[src/rtl/usb_loopback_pkg.sv]
// Shared types for the CY68013 slave-FIFO loopback sequencer.
// USB_PKTEND_EN adds the short-packet commit state to the FSM enum.
package usb_loopback_pkg;

   localparam logic [1:0] FIFOADDR_EP2 = 2'b00;
   localparam logic [1:0] FIFOADDR_EP4 = 2'b01;
   localparam logic [1:0] FIFOADDR_EP6 = 2'b10;
   localparam logic [1:0] FIFOADDR_EP8 = 2'b11;

   typedef enum logic {
      DIR_RD = 1'b0,
      DIR_WR = 1'b1
   } dir_e;

   typedef enum logic [3:0] {
      IDLE,
      RD_SEL,
      RD_OE,
      RD_STB,
      RD_GAP,
      RD_END,
      WR_SEL,
      WR_STB,
      WR_GAP,
      WR_END
`ifdef USB_PKTEND_EN
      , WR_PKTEND
`endif
   } state_e;

endpackage

[src/rtl/usb_loop_fifo.sv]
// Single-clock first-word-fall-through FIFO holding the looped-back words.
// The head is read asynchronously so it is valid the cycle after a push.
module usb_loop_fifo #(
   parameter int DEPTH = 16,
   parameter int W     = 16
) (
   input  logic                     clk_i,
   input  logic                     srst_i,
   input  logic                     push_i,
   input  logic                     pop_i,
   input  logic [W-1:0]             data_i,
   output logic [W-1:0]             head_o,
   output logic [$clog2(DEPTH):0]   count_o
);

   localparam int AW = $clog2(DEPTH);
   localparam logic [AW:0] FULL_C = DEPTH[AW:0];

   logic [W-1:0]  mem_q [DEPTH];
   logic [AW-1:0] wr_ptr_q, rd_ptr_q;
   logic [AW:0]   count_q;
   logic          do_push, do_pop;

   assign do_push = push_i && (count_q != FULL_C);
   assign do_pop  = pop_i && (count_q != '0);

   always_ff @(posedge clk_i) begin
      if (do_push) begin
         mem_q[wr_ptr_q] <= data_i;
      end
   end

   always_ff @(posedge clk_i) begin
      if (srst_i) begin
         wr_ptr_q <= '0;
         rd_ptr_q <= '0;
         count_q  <= '0;
      end else begin
         if (do_push) wr_ptr_q <= wr_ptr_q + 1'b1;
         if (do_pop)  rd_ptr_q <= rd_ptr_q + 1'b1;
         case ({do_push, do_pop})
            2'b10:   count_q <= count_q + 1'b1;
            2'b01:   count_q <= count_q - 1'b1;
            default: count_q <= count_q;
         endcase
      end
   end

   assign head_o  = mem_q[rd_ptr_q];
   assign count_o = count_q;

endmodule

[src/rtl/usb_loopback_ctrl.sv]
// Slave-FIFO sequencer: drains EP2 into a word buffer and returns it via EP6.
// Define USB_PKTEND_EN to add the idle-timeout short-packet commit (usb_pktend).
module usb_loopback_ctrl
   import usb_loopback_pkg::*;
#(
   parameter int BUF_DEPTH = 16,
   parameter int BURST_MAX = 8
`ifdef USB_PKTEND_EN
   , parameter int PKTEND_TIMEOUT = 1024
`endif
) (
   input  logic                          fpga_gclk,
   input  logic                          reset,
   input  logic                          usb_flaga,
   input  logic                          usb_flagc,
   input  logic [15:0]                   usb_fd_i,
   output logic [15:0]                   usb_fd_o,
   output logic                          usb_fd_oe,
   output logic [1:0]                    usb_fifoaddr,
   output logic                          usb_slcs,
   output logic                          usb_sloe,
   output logic                          usb_slrd,
   output logic                          usb_slwr,
   output logic [$clog2(BUF_DEPTH):0]    buf_count,
   output logic                          busy
`ifdef USB_PKTEND_EN
   , output logic                        usb_pktend
`endif
);

   localparam int CW = $clog2(BUF_DEPTH) + 1;
   localparam logic [CW-1:0] DEPTH_C = CW'(BUF_DEPTH);
   localparam logic [CW-1:0] BURST_C = CW'(BURST_MAX);

   state_e        state_q, state_d;
   dir_e          last_dir_q, last_dir_d;
   logic [CW-1:0] burst_q, burst_d;
   logic          push, pop, rd_ok, wr_ok;
   logic [15:0]   head;

   usb_loop_fifo #(.DEPTH(BUF_DEPTH), .W(16)) u_fifo (
      .clk_i   (fpga_gclk),
      .srst_i  (reset),
      .push_i  (push),
      .pop_i   (pop),
      .data_i  (usb_fd_i),
      .head_o  (head),
      .count_o (buf_count)
   );

   assign rd_ok = usb_flaga && (buf_count < DEPTH_C);
   assign wr_ok = usb_flagc && (buf_count != '0);
   assign push  = (state_q == RD_STB);
   assign pop   = (state_q == WR_STB);

`ifdef USB_PKTEND_EN
   localparam int TW = $clog2(PKTEND_TIMEOUT + 1);
   localparam logic [TW-1:0] PK_LAST = TW'(PKTEND_TIMEOUT - 1);

   logic [TW-1:0] idle_cnt_q, idle_cnt_d;
   logic          written_q, written_d;
   logic          pk_phase_q, pk_phase_d;
   logic          pk_idle;

   assign pk_idle = (buf_count == '0) && !usb_flaga && written_q;
`endif

   always_comb begin
      state_d    = state_q;
      last_dir_d = last_dir_q;
      burst_d    = burst_q;
`ifdef USB_PKTEND_EN
      idle_cnt_d = '0;
      written_d  = written_q | pop;
      pk_phase_d = 1'b0;
`endif
      case (state_q)
         IDLE: begin
            burst_d = '0;
            // On a tie the direction not served last wins.
            if (rd_ok && (!wr_ok || last_dir_q == DIR_WR)) begin
               state_d    = RD_SEL;
               last_dir_d = DIR_RD;
            end else if (wr_ok) begin
               state_d    = WR_SEL;
               last_dir_d = DIR_WR;
            end
`ifdef USB_PKTEND_EN
            else if (pk_idle) begin
               if (idle_cnt_q == PK_LAST) state_d = WR_PKTEND;
               else                       idle_cnt_d = idle_cnt_q + 1'b1;
            end
`endif
         end
         RD_SEL: state_d = RD_OE;
         RD_OE:  state_d = RD_STB;
         RD_STB: begin
            burst_d = burst_q + 1'b1;
            state_d = RD_GAP;
         end
         RD_GAP: state_d = (burst_q < BURST_C && rd_ok) ? RD_STB : RD_END;
         RD_END: state_d = IDLE;
         WR_SEL: state_d = WR_STB;
         WR_STB: begin
            burst_d = burst_q + 1'b1;
            state_d = WR_GAP;
         end
         WR_GAP: state_d = (burst_q < BURST_C && wr_ok) ? WR_STB : WR_END;
         WR_END: state_d = IDLE;
`ifdef USB_PKTEND_EN
         WR_PKTEND: begin
            if (pk_phase_q) begin
               state_d   = IDLE;
               written_d = 1'b0;
            end else begin
               pk_phase_d = 1'b1;
            end
         end
`endif
         default: state_d = IDLE;
      endcase
   end

   // Read and write windows are separated by RD_END / WR_END, where neither
   // the FPGA nor the CY68013 drives usb_fd.
   always_comb begin
      usb_slcs     = 1'b0;
      usb_fifoaddr = FIFOADDR_EP2;
      usb_sloe     = 1'b1;
      usb_slrd     = 1'b1;
      usb_slwr     = 1'b1;
      usb_fd_oe    = 1'b0;
      case (state_q)
         RD_OE, RD_GAP: usb_sloe = 1'b0;
         RD_STB: begin
            usb_sloe = 1'b0;
            usb_slrd = 1'b0;
         end
         WR_SEL, WR_GAP: begin
            usb_fifoaddr = FIFOADDR_EP6;
            usb_fd_oe    = 1'b1;
         end
         WR_STB: begin
            usb_fifoaddr = FIFOADDR_EP6;
            usb_fd_oe    = 1'b1;
            usb_slwr     = 1'b0;
         end
         WR_END: usb_fifoaddr = FIFOADDR_EP6;
`ifdef USB_PKTEND_EN
         WR_PKTEND: usb_fifoaddr = FIFOADDR_EP6;
`endif
         default: ;
      endcase
   end

   assign usb_fd_o = usb_fd_oe ? head : 16'h0000;
   assign busy     = (state_q != IDLE);

`ifdef USB_PKTEND_EN
   assign usb_pktend = !((state_q == WR_PKTEND) && pk_phase_q);
`endif

   always_ff @(posedge fpga_gclk) begin
      if (reset) begin
         state_q    <= IDLE;
         last_dir_q <= DIR_WR;
         burst_q    <= '0;
`ifdef USB_PKTEND_EN
         idle_cnt_q <= '0;
         written_q  <= 1'b0;
         pk_phase_q <= 1'b0;
`endif
      end else begin
         state_q    <= state_d;
         last_dir_q <= last_dir_d;
         burst_q    <= burst_d;
`ifdef USB_PKTEND_EN
         idle_cnt_q <= idle_cnt_d;
         written_q  <= written_d;
         pk_phase_q <= pk_phase_d;
`endif
      end
   end

endmodule

[config.mk]
export PLATFORM = sky130hd
export DESIGN_NAME = usb_loopback_ctrl
export DESIGN_NICKNAME = d
export VERILOG_FILES = /design/src/rtl/usb_loopback_pkg.sv /design/src/rtl/usb_loop_fifo.sv /design/src/rtl/usb_loopback_ctrl.sv
export SDC_FILE = /design/constraint.sdc
export NUM_CORES = 1
export LEC_CHECK = 0
export ABC_AREA = 1
export BUFFER_PORTS_ARGS = -buffer_cell sky130_fd_sc_hd__buf_2
export CORE_MARGIN = 10
export CORE_UTILIZATION = 40
export CTS_CLUSTER_SIZE = 40
export DETAILED_ROUTE_END_ITERATION = 16
export PLACE_DENSITY = 0.57
export SYNTH_ARGS = -nofsm -noshare
export SYNTH_HDL_FRONTEND = slang
export SYNTH_SLANG_ARGS = --single-unit
[constraint.sdc]
create_clock -name fpga_gclk -period 2.31 [get_ports fpga_gclk]
set_input_delay 0.462 -clock fpga_gclk [delete_from_list [all_inputs] [get_ports fpga_gclk]]
set_output_delay 0.462 -clock fpga_gclk [all_outputs]
set_load 0.01 [all_outputs]
==> reports/summary.txt, run 1 <==
status: finished, violations left
failing checks: negative setup slack
worst vdd ir: 0.508 mV
RSZ-0062 raised after global routing: true
kind of critical path: reg2out
Root Driver: clkbuf_16
clock sinks: 283
Distinct cells, synth: 31
clock skew: 0.0276 ns
Diodes inserted: 0
clock slew at reported path FFs: 0.06 ns
cell area after synthesis: 11,600 um2
WP data required: 1.85 ns
Max Freq: 0.382 GHz
vias in the first global route: 7,939
minimum clock period: 2.62 ns
Final Wtd Congestion: 0.799
CP arrival: 2.16 ns
Ys Warns: 0
Port Buffers: 46
CTS Hold Buffers Added: 0
syn_area_per_cell: 11.9 um2
residual DRC count: 0
Vias/cell: 5.37
busiest metal layer after global routing: met2
final-stage net count: 1,099
first-pass GRT wire length: 47,500 um
proportion of layout cells with a drive suffix above 1: 0.217
final-report setup violation count: 16
met3 usage: 0.0207
I/O pins: 49
M1 GR Usage: 0.230
Die ar.: 36,300 um2
met2 GRT Util: 0.282
Cells after Synth: 974
Area contributors post-synth: edfxtp_1, nor2_1, o21ai_0
post-DP HPWL: 17,100 um
Die Y: 190 um
maxcap violations: 0
power density over the cells: 782 nW/um2
wirelength, routed: 31,500 um
leading area contributor after synthesis: edfxtp_1
Yosys top cell area share: 0.661
synthesized flop and latch total: 283
initial antenna violation count: 0
CTS tree: built
Area Growth Syn to Fin: 22.4%
commonest non-fill, non-tap cell in the layout: edfxtp_1
Hold WC Path Type: in2reg
register area share after synthesis: 0.708
Inst Count DP: 1,392
DR WL/cell: 21.4 um
total CTS buffers: 30
final-report hold violation count: 0
final cell count without fillers: 1,474
setup TNS: -3.72 ns
total track usage: 0.169
Slew Limit Fails: 0
P_leak: 4.83 nW
maximum fanout along the worst path: 8
most frequent cells in the layout: edfxtp_1, nor2_1, o21ai_0
GR Overflow Total: 0
worst skew pair latency: 0.56 ns
Worst setup EP type: primary output
Initial Util: 0.405
Final Cell Area: 14,200 um2
Max Buffers Root-to-Sink: 3
crit share post-route: 1.13
Post-DRT Antenna Nets: 0
Initial DRC Count: 671
H-Tree Depth: 1
Vias: 7,915
Rows: 62
Placed Instance Area: 12,600 um2
largest net degree at the start of global routing: 43
DIE WIDTH: 190 um
core area: 28,700 um2
setup slack after layout: -0.310 ns
startpoint types: register
DRT Pass-1 Iters: 5
per-stage QoR:
stage                     worst slack, ns  power [mW]  utilization  hold slack [ns]
final                              -0.310        11.1        0.496            0.232
after global routing               -0.402        11.5        0.496            0.246
after CTS                          -0.303        11.1        0.486            0.218
after detailed placement         0.000641        6.62        0.441            0.457
after global placement             0.0514        6.61        0.441            0.447
after floorplan                     0.244        6.28            -            0.437
layer usage:
| metal | routed length [um] | share of wire | vias to the layer above |
|---|---|---|---|
| li1 | - | - | 3695 |
| met1 | 13800 | 0.44 | 3934 |
| met2 | 15400 | 0.49 | 243 |
| met3 | 1740 | 0.055 | 43 |
| met4 | 553 | 0.018 | 0 |
| met5 | 0 | 0 | - |
worst max-delay path: stages, from the launching register on:
cell and delay, ns:
dfxtp_4 0.44, clkinv_8 0.14, buf_12 0.17, buf_8 0.13, buf_4 0.12, nor2_1 0.08
nor2_1 0.04, o21ai_1 0.07, o211ai_1 0.09, nand3_1 0.12, a21oi_2 0.07, buf_2 0.14
power breakdown:
part / leakage (nW) / internal, mW / total (mW) / switching, mW
Clock: 0.439 / 2.51 / 4.42 / 1.90
Sequential: 2.52 / 5.67 / 5.75 / 0.0778
Combinational: 1.87 / 0.354 / 0.958 / 0.604
final cells by class:
class / instances / area, um2
fillers: 2515 / 14500
clock buffers: 39 / 795
well taps: 384 / 480
multi-input cells: 592 / 3120
clock inverters: 13 / 95.1
repair buffers: 119 / 1300
flip-flops and latches: 283 / 8250
inverters: 44 / 185
worst paths after layout:
| path | start | end | slack, ns | cells after the start |
|---|---|---|---|---|
| max reg2reg | state_q[1]$_SDFFE_PP0P_ | u_fifo.count_o[4]$_SDFFE_PP0P_ | 0.20 | 13 |
| min | reset | u_fifo.rd_ptr_q[3]$_SDFFE_PP0P_ | 0.23 | 2 |
| min reg2reg | last_dir_q$_SDFFE_PP1P_ | last_dir_q$_SDFFE_PP1P_ | 0.46 | 2 |
| max | register | usb_fd_o[5] | -0.31 | 11 |
state kept, by name (all words and copies together) (netlist names), named ones only:
name	cells
burst_q	5
last_dir_q	1
u_fifo.mem_q	256
u_fifo.count_o	5
u_fifo.rd_ptr_q	4
u_fifo.wr_ptr_q	4
state_q	4
cell usage after synthesis:
cell      number
a21oi_1       34
a31oi_1        1
and2_1         1
buf_1          6
buf_2          6
buf_4          8
buf_6          7
buf_8          1
clkbuf_1      27
clkbuf_2       1
conb_1         1
dfxtp_1       27
edfxtp_1     256
ha_1           9
inv_1         39
inv_2          4
inv_6          1
nand2_1       36
nand2_2        3
nand3_1       45
nand4_1        5
nor2_1       232
nor2_2         3
nor2_4         1
o211ai_1      66
o21a_1         1
o21ai_0      144
o221ai_1       1
o22ai_1        1
o311a_1        1
xor2_1         6
kinds of logic (layout without fill, tap and decap cells):
kind of cell | count (synthesis) | after routing | synth area share
flops | 283 | 283 | 0.708
xor+xnor | 6 | 6 | 0.00452
other cells | 1 | 2 | 0.000323
buf+inv | 100 | 215 | 0.0416
fa+ha+maj | 9 | 9 | 0.00969
simple gates | 326 | 326 | 0.113
compound gates | 249 | 249 | 0.123
what timing repair did:
action,4_1_cts,5_1_grt
buffers inserted,11,13
gates resized for setup,63,61
gates cloned,5,1
endpoints found under the setup margin,18,22
pin swaps,20,20
Power figures use the tool's default switching activity.
==> inputs of run 2 (changes only) <==
--- a/config.mk
+++ b/config.mk
@@ -14,4 +14,5 @@
 export PLACE_DENSITY = 0.57
 export SYNTH_ARGS = -nofsm -noshare
 export SYNTH_HDL_FRONTEND = slang
+export SYNTH_HIERARCHICAL = 1
 export SYNTH_SLANG_ARGS = --single-unit
==> reports/summary.txt, run 2 <==
power density over the cells: 770 nW/um2 (was 782 nW/um2)
Rows: 63 (was 62)
CTS tree: built (unchanged)
Port Buffers: 46 (unchanged)
Distinct cells, synth: 31 (unchanged)
leading area contributor after synthesis: edfxtp_1 (unchanged)
CTS Hold Buffers Added: 0 (unchanged)
Vias: 7,772 (was 7,915)
commonest non-fill, non-tap cell in the layout: edfxtp_1 (unchanged)
initial antenna violation count: 0 (unchanged)
total CTS buffers: 30 (unchanged)
CP Cell Sequence: buf_12 > buf_12 > buf_12 > a21oi_1 > o21ai_1 > o211ai_1 > nand3_2 > nand2_1 > nand2_1 > inv_1 > buf_2 (was clkinv_8 > buf_12 > buf_8 > buf_4 > nor2_1 > nor2_1 > o21ai_1 > o211ai_1 > nand3_1 > a21oi_2 > buf_2)
Initial Util: 0.404 (was 0.405)
crit share post-route: 1.16 (was 1.13)
P_leak: 5.46 nW (was 4.83 nW)
clock slew at reported path FFs: 0.06 ns (about the same)
WL met3: 1440 um (was 1740 um)
Diodes inserted: 0 (unchanged)
most flop-heavy register: u_fifo/mem_q (was u_fifo.mem_q)
maximum fanout along the worst path: 11 (was 8)
most frequent cells in the layout: edfxtp_1, inv_1, nand2_1 (was edfxtp_1, nor2_1, o21ai_0)
cell area after synthesis: 11,900 um2 (was 11,600 um2)
most frequent cell after synthesis: edfxtp_1 (unchanged)
area occupied by multi-input gates: 3320 um2 (was 3120 um2)
Post-DRT Antenna Nets: 0 (unchanged)
CP max stage cell: dfxtp_4 (unchanged)
kind of critical path: reg2out (unchanged)
cell repeated most along the worst path: buf_12 (was nor2_1)
RSZ-0062 raised after global routing: true (unchanged)
Cells after Synth: 946 (was 974)
worst skew pair latency: 0.55 ns (was 0.56 ns)
WP data required: 1.85 ns (about the same)
slew margin rel.: 0.536
synthesized flop and latch total: 283 (unchanged)
core area: 29,500 um2 (was 28,700 um2)
GR Overflow Total: 0 (unchanged)
highest routed layer: met4 (unchanged)
Worst R2R Setup Slack: 0.17 ns (was 0.20 ns)
DR WL/cell: 20.5 um (was 21.4 um)
total track usage: 0.161 (was 0.169)
Worst setup EP type: primary output (unchanged)
Top FF cell, synth: edfxtp_1 (unchanged)
residual DRC count: 0 (unchanged)
Fillers: 2,550 (was 2,515)
Placed Instance Area: 13,100 um2 (was 12,600 um2)
number of flip-flops under the largest register name: 256 (unchanged)
Post-synth ARST share: 0 (unchanged)
Post-synth EDFFs: 256 (unchanged)
family with the most delay on the worst path: buffers and inverters (unchanged)
Max Buffers Root-to-Sink: 3 (unchanged)
Ys Warns: 6 (was 0)
setup slack after layout: -0.372 ns (was -0.310 ns)
wirelength, routed: 30,900 um (was 31,500 um)
Die Y: 193 um (was 190 um)
Metal-1 WL: 13,400 um (was 13,800 um)
Area Growth Syn to Fin: 27.5% (was 22.4%)
Initial DRC Count: 598 (was 671)
vias in the first global route: 7,612 (was 7,939)
Max Freq: 0.373 GHz (was 0.382 GHz)
final-stage net count: 1,119 (was 1,099)
H-Tree Depth: 1 (unchanged)
DRT Pass-1 Iters: 5 (unchanged)
clock skew: 0.00985 ns (was 0.0276 ns)
Hold WC Path Type: in2reg (unchanged)
Vias/cell: 5.17 (was 5.37)
first-pass GRT wire length: 45,500 um (was 47,500 um)
most common library cells after synthesis: edfxtp_1, inv_1, o21ai_0 (was edfxtp_1, nor2_1, o21ai_0)
maxcap violations: 0 (unchanged)
Die ar.: 37,100 um2 (was 36,300 um2)
Area contributors post-synth: edfxtp_1, mux2i_1, dfxtp_1 (was edfxtp_1, nor2_1, o21ai_0)
largest net degree at the start of global routing: 33 (was 43)
Yosys top cell area share: 0.645 (was 0.661)
proportion of layout cells with a drive suffix above 1: 0.273 (was 0.217)
CP arrival: 2.22 ns (was 2.16 ns)
Final Core Density: 0.515 (was 0.496)
failing checks: negative setup slack (unchanged)
actual slew at the worst max-slew pin: 0.695 ns
startpoint types: register (unchanged)
final-report hold violation count: 0 (unchanged)
register area share after synthesis: 0.691 (was 0.708)
Final Wtd Congestion: 0.807 (was 0.799)
status: finished, violations left (unchanged)
post-DP HPWL: 17,900 um (was 17,100 um)
CP Buf/Inv Count: 5 (unchanged)
CP max stage delay: 0.36 ns (was 0.44 ns)
I/O pins: 49 (unchanged)
syn_area_per_cell: 12.6 um2 (was 11.9 um2)
clock sinks: 283 (unchanged)
minimum clock period: 2.68 ns (was 2.62 ns)
DIE WIDTH: 193 um (was 190 um)
Root Driver: clkbuf_16 (unchanged)
met2 wire length: 15,500 um (was 15,400 um)
worst vdd ir: 0.540 mV (was 0.508 mV)
Register Area: 8250 um2 (about the same)
Slew Limit Fails: 0 (unchanged)
Final Cell Area: 15,200 um2 (was 14,200 um2)
final-report setup violation count: 16 (unchanged)
==> run 2: cell types whose count changed after synthesis, moves of 4 or more <==
cell,previous run,this run
inv_1,39,113
clkbuf_1,27,23
nor2_1,232,45
mux2i_1,0,64
nand2_1,36,79
a21oi_1,34,80
o21ai_0,144,87
nand3_1,45,35
==> run 2: layout make-up <==
class                           count  area share
Clock inverter                     22      0.0119
Multi-Input combinational cell    499       0.219
Timing Repair Buffer              156       0.112
Clock buffer                       33      0.0516
Inverter                          120      0.0310
Tap cell                          390      0.0321
Sequential cell                   283       0.543
==> run 2: where the power goes <==
group / internal (mW) / switching [mW] / leakage, nW
Clock: 2.76 / 1.93 / 0.475
Sequential: 5.68 / 0.0803 / 2.52
Combinational: 0.464 / 0.786 / 2.46
Total: 8.90 / 2.79 / 5.46
==> run 2: final timing paths <==
kind,cells past startpoint,endpoint,startpoint
setup / recovery,11,usb_fd_o[0],register
hold reg to reg,2,burst_q[4]$_SDFFE_PP0P_,burst_q[4]$_SDFFE_PP0P_
setup reg to reg,11,u_fifo/mem_q[3][2]$_DFFE_PP_,state_q[0]$_SDFFE_PP0P_
hold / removal,2,state_q[2]$_SDFFE_PP0P_,reset
==> run 2: cells by family (layout without fill, tap and decap cells) <==
kind of cell / Yosys count / after routing / share of synthesized area
flip-flops: 283 / 283 / 0.691
buffers and inverters: 167 / 331 / 0.0628
multiplexers: 64 / 64 / 0.0538
adder cells (fa/ha/maj): 9 / 9 / 0.00945
AND/OR/NAND/NOR: 179 / 181 / 0.0647
XOR/XNOR: 5 / 5 / 0.00368
other: 1 / 2 / 0.000315
AO/OA/AOI/OAI: 238 / 238 / 0.115
==> run 2: stage by stage <==
stage	TNS [ns]	power (mW)	instances	worst slack, ns	hold slack, ns
5_1_grt	-6.47	12.2	1503	-0.474	0.258
2_1_floorplan	0	6.46	947	0.00876	0.450
4_1_cts	-5.09	11.7	1482	-0.359	0.240
6_report	-5.00	11.7	1503	-0.372	0.261
3_3_place_gp	0	6.85	1402	0.165	0.469
3_5_place_dp	0	6.85	1402	0.130	0.482
==> run 2: metal layers <==
metal,GRT usage,vias to the layer above
met5,0,-
met2,0.276,187
met4,0.0397,0
met3,0.0237,42
li1,-,3706
met1,0.209,3837
==> run 2: repair_timing <==
action,CTS,global route
resized for setup,98,87
setup buffers,18,14
endpoints found under the hold margin,0,0
cloned,8,7
pin swaps,36,46
endpoints found under the setup margin,18,278
==> inputs of run 3 (changes only) <==
--- a/config.mk
+++ b/config.mk
@@ -11,7 +11,10 @@
 export CORE_UTILIZATION = 40
 export CTS_CLUSTER_SIZE = 40
 export DETAILED_ROUTE_END_ITERATION = 16
+export GPL_ROUTABILITY_DRIVEN = 0
 export PLACE_DENSITY = 0.57
+export SETUP_SLACK_MARGIN = 0.15
+export SKIP_CTS_REPAIR_TIMING = 1
 export SYNTH_ARGS = -nofsm -noshare
 export SYNTH_HDL_FRONTEND = slang
 export SYNTH_HIERARCHICAL = 1
==> reports/summary.txt, run 3 (same netlist as run 2, synthesis figures left out) <==
RSZ-0062 raised after global routing: true (unchanged)
Diodes inserted: 0 (unchanged)
clock skew: 0.0130 ns (was 0.00985 ns)
Flop pwr share: 0.490 (was 0.493)
Root Driver: clkbuf_16 (unchanged)
slew margin rel.: 0.615 (was 0.536)
initial antenna violation count: 0 (unchanged)
maxcap violations: 0 (unchanged)
Rows: 63 (unchanged)
P_leak: 5.27 nW (was 5.46 nW)
Clk pwr share: 0.410 (was 0.400)
wirelength, routed: 30,100 um (was 30,900 um)
Fin Hold WS: 0.248 ns (was 0.261 ns)
DIE WIDTH: 193 um (unchanged)
total CTS buffers: 31 (was 30)
total track usage: 0.148 (was 0.161)
maximum fanout along the worst path: 7 (was 11)
Worst setup EP type: primary output (unchanged)
Sw Ratio: 0.236 (was 0.239)
H-Tree Depth: 1 (unchanged)
Post-DRT Antenna Nets: 0 (unchanged)
WP data required: 1.85 ns (about the same)
worst skew pair latency: 0.56 ns (was 0.55 ns)
Port Buffers: 46 (unchanged)
R2R Path Start: state_q[3]$_SDFFE_PP0P_ (was state_q[0]$_SDFFE_PP0P_)
first-pass GRT wire length: 42,800 um (was 45,500 um)
Die Y: 193 um (unchanged)
post-DP HPWL: 17,900 um (about the same)
Max Buffers Root-to-Sink: 3 (unchanged)
commonest non-fill, non-tap cell in the layout: edfxtp_1 (unchanged)
Int Pwr: 9.01 mW (was 8.90 mW)
final-report setup violation count: 16 (unchanged)
startpoint types: register (unchanged)
Initial Util: 0.404 (unchanged)
vias in the first global route: 7,344 (was 7,612)
proportion of layout cells with a drive suffix above 1: 0.225 (was 0.273)
crit share post-route: 1.19 (was 1.16)
core area: 29,500 um2 (unchanged)
failing checks: negative setup slack (unchanged)
Final Core Density: 0.496 (was 0.515)
GR Overflow Total: 0 (unchanged)
Vias: 7,702 (was 7,772)
status: finished, violations left (unchanged)
number of flip-flops under the largest register name: 256 (unchanged)
clock sinks: 283 (unchanged)
Slew Limit Fails: 0 (unchanged)
final-stage net count: 1,094 (was 1,119)
most frequent cells in the layout: edfxtp_1, inv_1, nand2_1, a21oi_1, o21ai_0 (was edfxtp_1, inv_1, nand2_1)
DRT Pass-1 Iters: 5 (unchanged)
clock slew at reported path FFs: 0.06 ns (about the same)
Area Growth Syn to Fin: 22.8% (was 27.5%)
power density over the cells: 805 nW/um2 (was 770 nW/um2)
most flop-heavy register: u_fifo/mem_q (unchanged)
kind of critical path: reg2out (unchanged)
CTS tree: built (unchanged)
Max Freq: 0.365 GHz (was 0.373 GHz)
worst vdd ir: 0.522 mV (was 0.540 mV)
CP arrival: 2.28 ns (was 2.22 ns)
setup slack after layout: -0.432 ns (was -0.372 ns)
sw power: 2.78 mW (was 2.79 mW)
Die ar.: 37,100 um2 (unchanged)
actual slew at the worst max-slew pin: 0.577 ns (was 0.695 ns)
Fillers: 2,561 (was 2,550)
I/O pins: 49 (unchanged)
minimum clock period: 2.74 ns (was 2.68 ns)
setup TNS: -5.71 ns (was -5.00 ns)
hold path startpoint: reset (unchanged)
Initial DRC Count: 613 (was 598)
final-report hold violation count: 0 (unchanged)
Comb pwr share: 0.101 (was 0.107)
Hold WC Path Type: in2reg (unchanged)
residual DRC count: 0 (unchanged)
Vias/cell: 5.20 (was 5.17)
DR WL/cell: 20.4 um (was 20.5 um)
largest net degree at the start of global routing: 45 (was 33)
-- run 3: cell types whose count changed in the layout (fill, tap and decap cells not counted), moves of 7 or more --
cell	delta
buf_6	-10
a21oi_2	-12
clkinv_1	-8
buf_4	-9
a21oi_1	+15
mux2i_1	+7
inv_1	+8
mux2i_2	-7
o21ai_0	+33
clkbuf_8	+7
buf_2	+7
o21ai_1	-27
-- run 3: worst max-delay path: stages, from the launching register on --
cell and delay (ns):
dfxtp_4 0.44, buf_6 0.18, mux2i_4 0.28, o21ai_1 0.10
o211ai_1 0.38, nand2_1 0.10, nand2_1 0.09, inv_1 0.04
buf_2 0.13
-- run 3: power groups by stage --
stage,combinational (mW),sequential [mW],clock (mW)
2_1_floorplan,0.610,5.85,0
3_3_place_gp,0.980,5.85,0
3_5_place_dp,0.988,5.85,0
4_1_cts,0.992,5.74,4.92
5_1_grt,1.31,5.78,5.14
6_report,1.19,5.77,4.83
-- run 3: path summary, 6_finish.rpt --
check                                                 endpoint  slack (ns)  depth (start not counted)
worst max-delay path                               usb_fd_o[8]       -0.43                          8
worst min-delay path                   state_q[3]$_SDFFE_PP0P_        0.25                          2
worst max register to register  u_fifo/mem_q[12][11]$_DFFE_PP_        0.16                         11
worst min register to register         burst_q[4]$_SDFFE_PP0P_        0.48                          2
-- run 3: layout make-up --
cell class                 instances  area (um2)  area share
inverter                         120         465      0.0318
multi-input combinational        500        3200       0.218
clock inverter                    12         111     0.00761
clock buffer                      46         902      0.0616
tap                              390         488      0.0333
timing repair buffer             129        1220      0.0834
sequential                       283        8250       0.564
-- run 3: metrics by stage --
stage	setup WS (ns)	cells	power (mW)	area (um2)
finish	-0.432	1480	11.8	14600
floorplan	0.00876	947	6.46	11900
global placement	0.0951	1391	6.83	13000
detailed placement	0.0678	1391	6.84	13000
global route	-0.541	1480	12.2	14600
CTS	-0.530	1449	11.7	14000
-- run 3: layer usage --
metal | up-vias | global-route usage | wire length, um
met5 | - | 0 | 0
met4 | 0 | 0.0417 | 657
met3 | 51 | 0.0255 | 1750
met2 | 210 | 0.241 | 14200
met1 | 3794 | 0.200 | 13600
li1 | 3647 | - | -
